## config.mk

```make
export PLATFORM = sky130hd
export DESIGN_NAME = twiddle_mult_flat
export DESIGN_NICKNAME = d
export VERILOG_FILES = /design/src/rtl/twiddle_mult_pkg.sv /design/src/rtl/twiddle_mult_if.sv /design/src/rtl/twiddle_mult_cmult_pipe.sv /design/src/rtl/twiddle_mult.sv /design/src/flat_wrapper.sv
export SDC_FILE = /design/constraint.sdc
export NUM_CORES = 1
export LEC_CHECK = 0
export ABC_AREA = 1
export CAP_MARGIN = 0
export CORE_AREA = 2 2 209 417
export CTS_CLUSTER_SIZE = 12
export DETAILED_ROUTE_END_ITERATION = 12
export DIE_AREA = 0 0 211 419
export GPL_TIMING_DRIVEN = 0
export MAX_ROUTING_LAYER = met4
export SLEW_MARGIN = 20
export SYNTH_ARGS = -nofsm -noshare
export SYNTH_HDL_FRONTEND = slang
export SYNTH_HIERARCHICAL = 1
export SYNTH_SLANG_ARGS = --single-unit
```

## constraint.sdc

```tcl
create_clock -name iCLK -period 10 [get_ports iCLK]
set_clock_uncertainty 0.2 [all_clocks]
set_input_delay 2.5 -clock iCLK [delete_from_list [all_inputs] [get_ports iCLK]]
set_output_delay 2.5 -clock iCLK [all_outputs]
set_load 0.05 [all_outputs]
```

## src/rtl/twiddle_mult_pkg.sv

```systemverilog
`default_nettype none
// ============================================================================
//  Module      : twiddle_mult_pkg
//  Description : Shared widths, types, twiddle table and round/saturate
//                helper for the 16-point pipelined FFT twiddle stage.
//  Revision    : 1.0  initial release
// ============================================================================
package twiddle_mult_pkg;

  localparam int DW = 10;           // data word length, Q(DW,DW-1)
  localparam int WL = 10;           // twiddle word length, Q(WL,WL-1)
  localparam int WN = 3;            // twiddle address width
  localparam int N  = 16;           // FFT length / frame length
  localparam int CW = $clog2(N);    // sample counter width
  localparam int PW = DW + WL;      // product width
  localparam int SW = DW + WL + 1;  // sum width (one guard bit)

  typedef logic signed [DW-1:0] data_t;
  typedef logic signed [WL-1:0] tw_t;
  typedef logic signed [PW-1:0] prod_t;
  typedef logic signed [SW-1:0] sum_t;

  typedef struct packed {
    tw_t re;
    tw_t im;
  } twiddle_t;

  // W16^k for k = 0..7, scaled by 2^(WL-1); +1.0 is clipped to 511/512.
  localparam twiddle_t c_TW_ROM [2**WN] = '{
    '{ 10'sd511,  10'sd0   },
    '{ 10'sd473, -10'sd196 },
    '{ 10'sd362, -10'sd362 },
    '{ 10'sd196, -10'sd473 },
    '{ 10'sd0,   -10'sd511 },
    '{-10'sd196, -10'sd473 },
    '{-10'sd362, -10'sd362 },
    '{-10'sd473, -10'sd196 }
  };

  localparam sum_t  c_RND      = sum_t'(2**(WL-2));
  localparam sum_t  c_SAT_MAX  = sum_t'(2**(DW-1) - 1);
  localparam sum_t  c_SAT_MIN  = sum_t'(-(2**(DW-1)));
  localparam data_t c_DATA_MAX = data_t'(2**(DW-1) - 1);
  localparam data_t c_DATA_MIN = data_t'(-(2**(DW-1)));

  // Round half up at bit WL-2, drop the WL-1 fraction bits, clip to DW bits.
  function automatic data_t roundSat(input sum_t x);
    sum_t w_rnd;
    sum_t w_shr;
    w_rnd = x + c_RND;
    w_shr = w_rnd >>> (WL - 1);
    if (w_shr > c_SAT_MAX) begin
      return c_DATA_MAX;
    end else if (w_shr < c_SAT_MIN) begin
      return c_DATA_MIN;
    end
    return w_shr[DW-1:0];
  endfunction

endpackage
`default_nettype wire

```

## src/rtl/twiddle_mult_if.sv

```systemverilog
`default_nettype none
// ============================================================================
//  Module      : twiddle_mult_if
//  Description : Sample stream, TW_ROM lookup and product stream of the
//                twiddle-multiply stage.
//  Revision    : 1.0  initial release
// ============================================================================
interface twiddle_mult_if;
  import twiddle_mult_pkg::*;

  logic          iVALID;
  logic          iSOF;
  data_t         iDATA_RE;
  data_t         iDATA_IM;
  logic [WN-1:0] twiddle_addr;
  tw_t           iTW_RE;
  tw_t           iTW_IM;
  logic          oVALID;
  logic          oSOF;
  data_t         oDATA_RE;
  data_t         oDATA_IM;

  // Upstream/driver side: supplies samples and twiddles, receives products.
  modport master (
    output iVALID, iSOF, iDATA_RE, iDATA_IM, iTW_RE, iTW_IM,
    input  twiddle_addr, oVALID, oSOF, oDATA_RE, oDATA_IM
  );

  // Twiddle stage side.
  modport slave (
    input  iVALID, iSOF, iDATA_RE, iDATA_IM, iTW_RE, iTW_IM,
    output twiddle_addr, oVALID, oSOF, oDATA_RE, oDATA_IM
  );

endinterface
`default_nettype wire

```

## src/rtl/twiddle_mult_cmult_pipe.sv

```systemverilog
`default_nettype none
// ============================================================================
//  Module      : cmult_pipe
//  Description : Complex multiply datapath: S2 partial products, S3 combine,
//                round, saturate or bypass.
//  Revision    : 1.0  initial release
// ============================================================================
module cmult_pipe
  import twiddle_mult_pkg::*;
(
  input  logic  i_clk,
  input  logic  i_rst,
  input  logic  i_s1Valid,
  input  data_t i_s1Re,
  input  data_t i_s1Im,
  input  tw_t   i_twRe,
  input  tw_t   i_twIm,
  input  logic  i_s2Valid,
  input  logic  i_s2Byp,
  output data_t o_re,
  output data_t o_im
);

  prod_t w_aExt;
  prod_t w_bExt;
  prod_t w_cExt;
  prod_t w_dExt;
  prod_t r_ac;
  prod_t r_bd;
  prod_t r_ad;
  prod_t r_bc;
  data_t r_dlyRe;
  data_t r_dlyIm;
  sum_t  w_re;
  sum_t  w_im;
  data_t r_oRe;
  data_t r_oIm;

  // Sign-extend operands to full product width so the low PW bits are exact.
  always_comb begin
    w_aExt = {{WL{i_s1Re[DW-1]}}, i_s1Re};
    w_bExt = {{WL{i_s1Im[DW-1]}}, i_s1Im};
    w_cExt = {{DW{i_twRe[WL-1]}}, i_twRe};
    w_dExt = {{DW{i_twIm[WL-1]}}, i_twIm};
  end

  // S2: partial products, plus the raw sample kept for bypass.
  always_ff @(posedge i_clk) begin
    if (i_rst) begin
      r_ac    <= '0;
      r_bd    <= '0;
      r_ad    <= '0;
      r_bc    <= '0;
      r_dlyRe <= '0;
      r_dlyIm <= '0;
    end else if (i_s1Valid) begin
      r_ac    <= w_aExt * w_cExt;
      r_bd    <= w_bExt * w_dExt;
      r_ad    <= w_aExt * w_dExt;
      r_bc    <= w_bExt * w_cExt;
      r_dlyRe <= i_s1Re;
      r_dlyIm <= i_s1Im;
    end
  end

  // One guard bit so ac-bd and ad+bc cannot wrap before saturation.
  always_comb begin
    w_re = {r_ac[PW-1], r_ac} - {r_bd[PW-1], r_bd};
    w_im = {r_ad[PW-1], r_ad} + {r_bc[PW-1], r_bc};
  end

  // S3: registered result; holds while no valid sample arrives.
  always_ff @(posedge i_clk) begin
    if (i_rst) begin
      r_oRe <= '0;
      r_oIm <= '0;
    end else if (i_s2Valid) begin
      r_oRe <= i_s2Byp ? r_dlyRe : roundSat(w_re);
      r_oIm <= i_s2Byp ? r_dlyIm : roundSat(w_im);
    end
  end

  assign o_re = r_oRe;
  assign o_im = r_oIm;

endmodule
`default_nettype wire

```

## src/rtl/twiddle_mult.sv

```systemverilog
`default_nettype none
// ============================================================================
//  Module      : twiddle_mult
//  Description : First-stage DIF twiddle multiply of the 16-point FFT.
//                Counts samples per frame, addresses TW_ROM, aligns
//                valid/SOF/bypass with the 3-stage complex multiplier.
//  Revision    : 1.0  initial release
// ============================================================================
module twiddle_mult
  import twiddle_mult_pkg::*;
(
  input  logic          iCLK,
  input  logic          iRST,
  twiddle_mult_if.slave bus
);

  logic [CW-1:0] w_cnt;
  logic [CW-1:0] r_cnt;
  logic          r_s1Valid;
  logic          r_s1Sof;
  logic          r_s1Byp;
  data_t         r_s1Re;
  data_t         r_s1Im;
  logic [WN-1:0] r_twAddr;
  logic          r_s2Valid;
  logic          r_s2Sof;
  logic          r_s2Byp;
  logic          r_oValid;
  logic          r_oSof;
  data_t         w_oRe;
  data_t         w_oIm;

  // Index of the current sample; a start-of-frame forces realignment to 0.
  always_comb begin
    w_cnt = (bus.iVALID && bus.iSOF) ? '0 : r_cnt;
  end

  // Sample counter advances only on valid samples, so gaps are tolerated.
  always_ff @(posedge iCLK) begin
    if (iRST) begin
      r_cnt <= '0;
    end else if (bus.iVALID) begin
      r_cnt <= w_cnt + CW'(1);
    end
  end

  // S1: capture sample, flags and the twiddle address for the ROM lookup.
  always_ff @(posedge iCLK) begin
    if (iRST) begin
      r_s1Valid <= 1'b0;
      r_s1Sof   <= 1'b0;
      r_s1Byp   <= 1'b0;
      r_s1Re    <= '0;
      r_s1Im    <= '0;
      r_twAddr  <= '0;
    end else begin
      r_s1Valid <= bus.iVALID;
      r_s1Sof   <= bus.iVALID && (w_cnt == '0);
      if (bus.iVALID) begin
        r_s1Byp  <= ~w_cnt[CW-1];
        r_s1Re   <= bus.iDATA_RE;
        r_s1Im   <= bus.iDATA_IM;
        r_twAddr <= w_cnt[CW-1] ? w_cnt[WN-1:0] : '0;
      end
    end
  end

  // S2/S3 control alignment alongside the multiplier datapath.
  always_ff @(posedge iCLK) begin
    if (iRST) begin
      r_s2Valid <= 1'b0;
      r_s2Sof   <= 1'b0;
      r_s2Byp   <= 1'b0;
      r_oValid  <= 1'b0;
      r_oSof    <= 1'b0;
    end else begin
      r_s2Valid <= r_s1Valid;
      r_s2Sof   <= r_s1Sof;
      if (r_s1Valid) begin
        r_s2Byp <= r_s1Byp;
      end
      r_oValid  <= r_s2Valid;
      r_oSof    <= r_s2Sof;
    end
  end

  cmult_pipe u_cmult (
    .i_clk     (iCLK),
    .i_rst     (iRST),
    .i_s1Valid (r_s1Valid),
    .i_s1Re    (r_s1Re),
    .i_s1Im    (r_s1Im),
    .i_twRe    (bus.iTW_RE),
    .i_twIm    (bus.iTW_IM),
    .i_s2Valid (r_s2Valid),
    .i_s2Byp   (r_s2Byp),
    .o_re      (w_oRe),
    .o_im      (w_oIm)
  );

  assign bus.twiddle_addr = r_twAddr;
  assign bus.oVALID       = r_oValid;
  assign bus.oSOF         = r_oSof;
  assign bus.oDATA_RE     = w_oRe;
  assign bus.oDATA_IM     = w_oIm;

endmodule
`default_nettype wire

```

## src/flat_wrapper.sv

```systemverilog
// flat-port wrapper written by rule: the top's interface ports become plain ports
module twiddle_mult_flat import twiddle_mult_pkg::*;
  (iCLK, iRST, bus_iVALID, bus_iSOF, bus_iDATA_RE, bus_iDATA_IM, bus_iTW_RE, bus_iTW_IM, bus_twiddle_addr, bus_oVALID, bus_oSOF, bus_oDATA_RE, bus_oDATA_IM);
  twiddle_mult_if bus_i ();
  input  logic iCLK;
  input  logic iRST;
  input wire logic [$bits(bus_i.iVALID)-1:0] bus_iVALID;
  input wire logic [$bits(bus_i.iSOF)-1:0] bus_iSOF;
  input wire logic [$bits(bus_i.iDATA_RE)-1:0] bus_iDATA_RE;
  input wire logic [$bits(bus_i.iDATA_IM)-1:0] bus_iDATA_IM;
  input wire logic [$bits(bus_i.iTW_RE)-1:0] bus_iTW_RE;
  input wire logic [$bits(bus_i.iTW_IM)-1:0] bus_iTW_IM;
  output wire logic [$bits(bus_i.twiddle_addr)-1:0] bus_twiddle_addr;
  output wire logic [$bits(bus_i.oVALID)-1:0] bus_oVALID;
  output wire logic [$bits(bus_i.oSOF)-1:0] bus_oSOF;
  output wire logic [$bits(bus_i.oDATA_RE)-1:0] bus_oDATA_RE;
  output wire logic [$bits(bus_i.oDATA_IM)-1:0] bus_oDATA_IM;
  assign bus_i.iVALID = bus_iVALID;
  assign bus_i.iSOF = bus_iSOF;
  assign bus_i.iDATA_RE = bus_iDATA_RE;
  assign bus_i.iDATA_IM = bus_iDATA_IM;
  assign bus_i.iTW_RE = bus_iTW_RE;
  assign bus_i.iTW_IM = bus_iTW_IM;
  assign bus_twiddle_addr = bus_i.twiddle_addr;
  assign bus_oVALID = bus_i.oVALID;
  assign bus_oSOF = bus_i.oSOF;
  assign bus_oDATA_RE = bus_i.oDATA_RE;
  assign bus_oDATA_IM = bus_i.oDATA_IM;
  twiddle_mult u_core (.iCLK(iCLK), .iRST(iRST), .bus(bus_i));
endmodule
```

Word-level counts from Yosys, hierarchy flattened
Cells that the tools add are included.
{"block": "word_totals", "register_bits": 155, "output_inout_bits": 25, "word_cells": 55}
{"block": "classes", "addsub": 5, "n_mul": 4, "order_cmp": 4, "muxes": 18, "bitwise": 1, "n_reduce_logical": 3}
{"cell": "10-bit by 10-bit multiplier with 20-bit output", "count": 4}
{"cell": "10-bit two-way mux", "count": 8}
{"cell": "21-bit by 10-bit adder with 21-bit output, second input constant", "count": 2}
{"cell": "12-bit by 10-bit > comparator with 1-bit output, second input constant", "count": 2}
{"cell": "12-bit by 10-bit < comparator with 1-bit output, second input constant", "count": 2}
{"cell": "20-bit by 20-bit adder with 21-bit output", "count": 1}
{"cell": "20-bit by 20-bit subtractor with 21-bit output", "count": 1}
{"cell": "1-bit two-way mux", "count": 8}
{"cell": "4-bit by 1-bit adder with 4-bit output, second input constant", "count": 1}
{"cell": "4-bit logical NOT", "count": 1}
{"cell": "4-bit two-way mux", "count": 1}
{"cell": "3-bit two-way mux", "count": 1}
{"cell": "1-bit logical AND", "count": 2}
{"cell": "1-bit NOT", "count": 1}

Depth between registers and ports, before layout
{"block": "depth", "depth_word": 9, "depth_mapped": 26, "ltp_nobuf": 25}

Modules after synthesis
The synthesis kept the hierarchy.
{"module": "cmult_pipe", "n_inst": 1, "cells_each": 3294, "area_each_um2": 24106.9, "seq_area_each_um2": 2402.3}
{"module": "twiddle_mult", "n_inst": 1, "cells_each": 150, "area_each_um2": 1336.3, "seq_area_each_um2": 700.7}

Worst setup path before layout
Ideal clock, no wire load.
{"block": "synth_path", "kind": "input to register", "from": "in bus_iTW_IM[1]", "to": "reg u_core.u_cmult.r_ad[19]", "setup_time_ps": 115, "arrival_time_ps": 6920, "required_time_ps": 9685, "path_slack_ps": 2765, "stages": 22, "path_cell_list": "clkbuf_1 nand2_1 fa_1 inv_1 fa_1 inv_1 fa_1 inv_1 fa_1 inv_1 fa_1 inv_1 ha_1 nand2_1 o21ai_0 a21oi_1 o21ai_0 nand3_1 nand3_1 nand2_1 o21ai_0 inv_1"}
{"block": "synth_between", "elab_chain_cells": 1}
{"item": "start, declared", "line_no": "flat_wrapper.sv:12", "text": "input wire logic [$bits(bus_i.iTW_IM)-1:0] bus_iTW_IM;"}
{"item": "10-bit by 10-bit multiplier with 20-bit output", "line_no": "twiddle_mult_cmult_pipe.sv:59", "text": "r_ad <= w_aExt * w_dExt;"}
{"item": "end signal, assigned", "line_no": "twiddle_mult_cmult_pipe.sv:59"}
{"item": "end, declared", "line_no": "twiddle_mult_cmult_pipe.sv:30", "text": "prod_t r_ad;"}
No other way between the ends.
A chain may end at the register's enable or synchronous reset.

Final worst setup path
{"block": "layout_path", "from": "in bus_iTW_RE[9]", "to": "reg u_core.u_cmult.r_ac[17]"}
{"block": "layout_between", "elab_chain_cells": 1}
{"item": "start, declared", "line_no": "flat_wrapper.sv:11", "text": "input wire logic [$bits(bus_i.iTW_RE)-1:0] bus_iTW_RE;"}
{"item": "10-bit by 10-bit multiplier with 20-bit output", "line_no": "twiddle_mult_cmult_pipe.sv:57", "text": "r_ac <= w_aExt * w_cExt;"}
{"item": "end signal, assigned", "line_no": "twiddle_mult_cmult_pipe.sv:57"}
{"item": "end, declared", "line_no": "twiddle_mult_cmult_pipe.sv:28", "text": "prod_t r_ac;"}
No other way between the ends.

==> impl_metrics.tcl <==
set metrics [dict create \
    route.final.wire_length_um 76700 \
    placement.io_buffers 49 \
    ant_nets 0 \
    grt_pass1_wl_um 119000 \
    drtPass1Iterations 6 \
    rsz_0062_raised_after_global_routing "no" \
    rows 152 \
    fmaxAchievable_mhz 115 \
    worstSetupPathType "in -> reg" \
    crit_required_ns 10.19 \
    synth_ff_type "sky130_fd_sc_hd__dfxtp_1" \
    tns_ns 0 \
    cts.repair_timing.setup_buffer_count 0 \
    synth_edf_count 0 \
    average_cell_area_after_synthesis_sq_um 7.39 \
    synth.ff_latch_count 155 \
    crit_fanout 11 \
    drv_slew 0 \
    cts_hold_buffers 0 \
    yosysSeqAreaShare_pct 12.2 \
    run_status "complete, no violations" \
    ys_warn_count 6 \
    detailroute.via_count 21602 \
    post_cts.resized_instances 0 \
    met3WireLength_um 5730 \
    max-slew-margin-rel_pct 33.1 \
    drv.max_cap_violation_count 0 \
    clock_tree.root_cell "sky130_fd_sc_hd__clkbuf_16" \
    post-route-drc-count 0 \
    ir_drop_mv 0.143 \
    timing.final.crit_period_ns 8.66 \
    setup.worst_path.start_class "input port" \
    finalNetCount 4191 \
    clock_tree.htree_level_count 4 \
    synthesis.area_sq_mm 0.0254 \
    hold_vio_cnt_final 0 \
    dp_slack_ns 0.871 \
    final_cell_mix "903 x sky130_fd_sc_hd__inv_1, 751 x sky130_fd_sc_hd__nand2_1, 364 x sky130_fd_sc_hd__fa_1" \
    power-per-cell-area_mw_per_mm2 211 \
    flow.area_growth_from_synthesis_pct 9.68 \
    number_of_buffers_between_clock_root_and_the_deepest_sink 2 \
    grt_max_degree 18 \
    met2RoutedLength_um 36000 \
    dieArea_sq_mm 0.0884 \
    tritoncts_clock_tree "built" \
    drive_gt1_share_pct 4.17 \
    final_estimated_routing_congestion_in_global_placement 0.976 \
    antenna_found_initial 0 \
    timing.critical_path.to_type "register" \
    asyncSetResetFlopFracSynth_pct 0 \
    floorplan.die.width_um 211 \
    grt_util_all_layers_pct 18.1 \
    synth.net_count 4123 \
    initial_utilization_pct 29.8 \
    cts_inserted_buffers 17 \
    route.top_layer_used "met4" \
    layout_worst_path_cycle_share_pct 86.6 \
    grt_pass1_vias 21409 \
    design.core.area_sq_mm 0.0854 \
    clock-sinks 155 \
    worstHoldPathType "reg -> reg" \
    setup_viol_count_final 0 \
    postSynthCellCount 3444 \
    top_level_ports 69 \
    worstHoldPathCells 2 \
    yosys.cell_types.count 56 \
    nFillCells 9159 \
    met1_length_um 31900 \
    avgViaCountPerCell 4.69 \
    whs_ns 0.214 \
    die_height_um 419 \
    tightestPinTransition_ns 1.00 \
    wl_cell_um 16.7 \
    grt_overflow_total 0 \
    dp_hpwl_um 64300 \
    number_of_cells_on_the_worst_reg_to_reg_path 21 \
    setup_ws_ns 1.34 \
    n_antenna_cell 0 \
    power.leakage_nw 15.7 \
    drtIter0Drc 1603 \
    layout_commonest_cell "sky130_fd_sc_hd__inv_1" \
    cts.reportedPaths.clkPinSlew_ns 0.07 \
    worst-endpoint-arrival_ns 8.85 \
    clk-insertion-delay-late_ns 0.45 \
]
[layout make-up]
type	count	area, sq um	area share, %
clock buffer	17	425	1.52
tap	1078	1350	4.83
sequential	155	3100	11.1
inverter	910	3420	12.3
timing repair buffer	49	490	1.76
buffer	126	567	2.03
clock inverter	15	198	0.708
multi-input combinational	2253	18400	65.8
[registers in the layout, indices dropped and copies added, names as in the netlist, 3 cells and up]
register / flops
u_core/u_cmult/r_dlyRe: 10
u_core/u_cmult/r_bd: 20
u_core/u_cmult/o_im: 10
u_core/u_cmult/r_ac: 20
u_core/u_cmult/r_dlyIm: 10
u_core/u_cmult/r_ad: 20
u_core/bus.twiddle_addr: 3
u_core/u_cmult/o_re: 10
u_core/u_cmult/r_bc: 20
u_core/r_s1Im: 10
u_core/r_cnt: 4
u_core/r_s1Re: 10
[worst paths after layout]
path | start | slack (ns) | to
setup / recovery | bus_iTW_RE[9] | 1.34 | u_core/u_cmult/r_ac[17]
hold reg to reg | u_core/r_s2Sof | 0.21 | u_core/bus.oSOF
hold / removal | u_core/r_s2Sof | 0.21 | u_core/bus.oSOF
setup reg to reg | u_core/r_s1Im[8] | 3.05 | u_core/u_cmult/r_bd[19]
[synthesized netlist by cell type (all sizes together), types with 3 or more instances]
cell / n / share of area (%)
nand3b: 14 / 0.41
a21boi: 3 / 0.10
nand2: 786 / 12
nor3: 7 / 0.16
o21bai: 8 / 0.24
inv: 908 / 13
buf: 14 / 0.39
a31oi: 4 / 0.098
nor2: 247 / 3.9
xnor2: 36 / 1.2
a21o: 8 / 0.24
clkbuf: 111 / 1.8
nand3: 73 / 1.5
o211ai: 13 / 0.38
ha: 271 / 13
a21oi: 184 / 3.9
nand4: 15 / 0.37
a31o: 3 / 0.10
o21ai: 148 / 3.2
xor2: 50 / 1.7
dfxtp: 155 / 12
fa: 364 / 29
or2: 4 / 0.098
[power by group]
group	internal [W]	total, W	leakage [nW]	switching, W
clock network	0.000383	0.000684	0.308	0.000301
registers	0.000693	0.000756	1.28	0.0000638
logic	0.00154	0.00445	14.1	0.00291
total	0.00261	0.00589	15.7	0.00327
[cell families (layout without fill, tap and decap cells)]
| group | after synthesis | in the layout | share of synthesized area [%] |
|---|---|---|---|
| adders and majority gates | 635 | 635 | 42.0 |
| DFF | 155 | 155 | 12.2 |
| xor gates and xnor gates | 86 | 86 | 2.96 |
| AOI/OAI and AO/OA | 381 | 381 | 8.56 |
| buffers and inverters | 1036 | 1117 | 15.7 |
| and+or+nand+nor | 1151 | 1151 | 18.6 |
[stage by stage]
step / area, sq um / power (W) / std cells / utilization, %
CTS: 27900 / 0.00585 / 4603 / 32.7
detailed placement: 27300 / 0.00514 / 4571 / 31.9
floorplan: 25400 / 0.00387 / 3444 / -
global route: 27900 / 0.00646 / 4603 / 32.7
finish: 27900 / 0.00589 / 4603 / 32.7
global placement: 27300 / 0.00510 / 4571 / 31.9
[worst max-delay path, stage by stage]
cell,delay (ns)
sky130_fd_sc_hd__clkdlybuf4s50_1,0.57
sky130_fd_sc_hd__inv_1,0.35
sky130_fd_sc_hd__buf_1,0.70
sky130_fd_sc_hd__nor2_1,0.11
sky130_fd_sc_hd__fa_1,0.53
sky130_fd_sc_hd__fa_1,0.45
sky130_fd_sc_hd__fa_1,0.47
sky130_fd_sc_hd__fa_1,0.49
sky130_fd_sc_hd__inv_1,0.05
sky130_fd_sc_hd__fa_1,0.50
sky130_fd_sc_hd__inv_1,0.05
sky130_fd_sc_hd__ha_1,0.33
sky130_fd_sc_hd__a21oi_1,0.32
sky130_fd_sc_hd__o21ai_0,0.13
sky130_fd_sc_hd__a211oi_1,0.21
sky130_fd_sc_hd__nand2_1,0.09
sky130_fd_sc_hd__o21ai_0,0.72
sky130_fd_sc_hd__o211ai_1,0.18
sky130_fd_sc_hd__inv_1,0.09
[routing by layer]
metal	GRT usage [%]	up-vias
li1	-	10329
met1	22.6	10406
met2	29.3	744
met3	3.16	123
met4	6.79	0
met5	-	-
(Power assumes the default switching activity.)
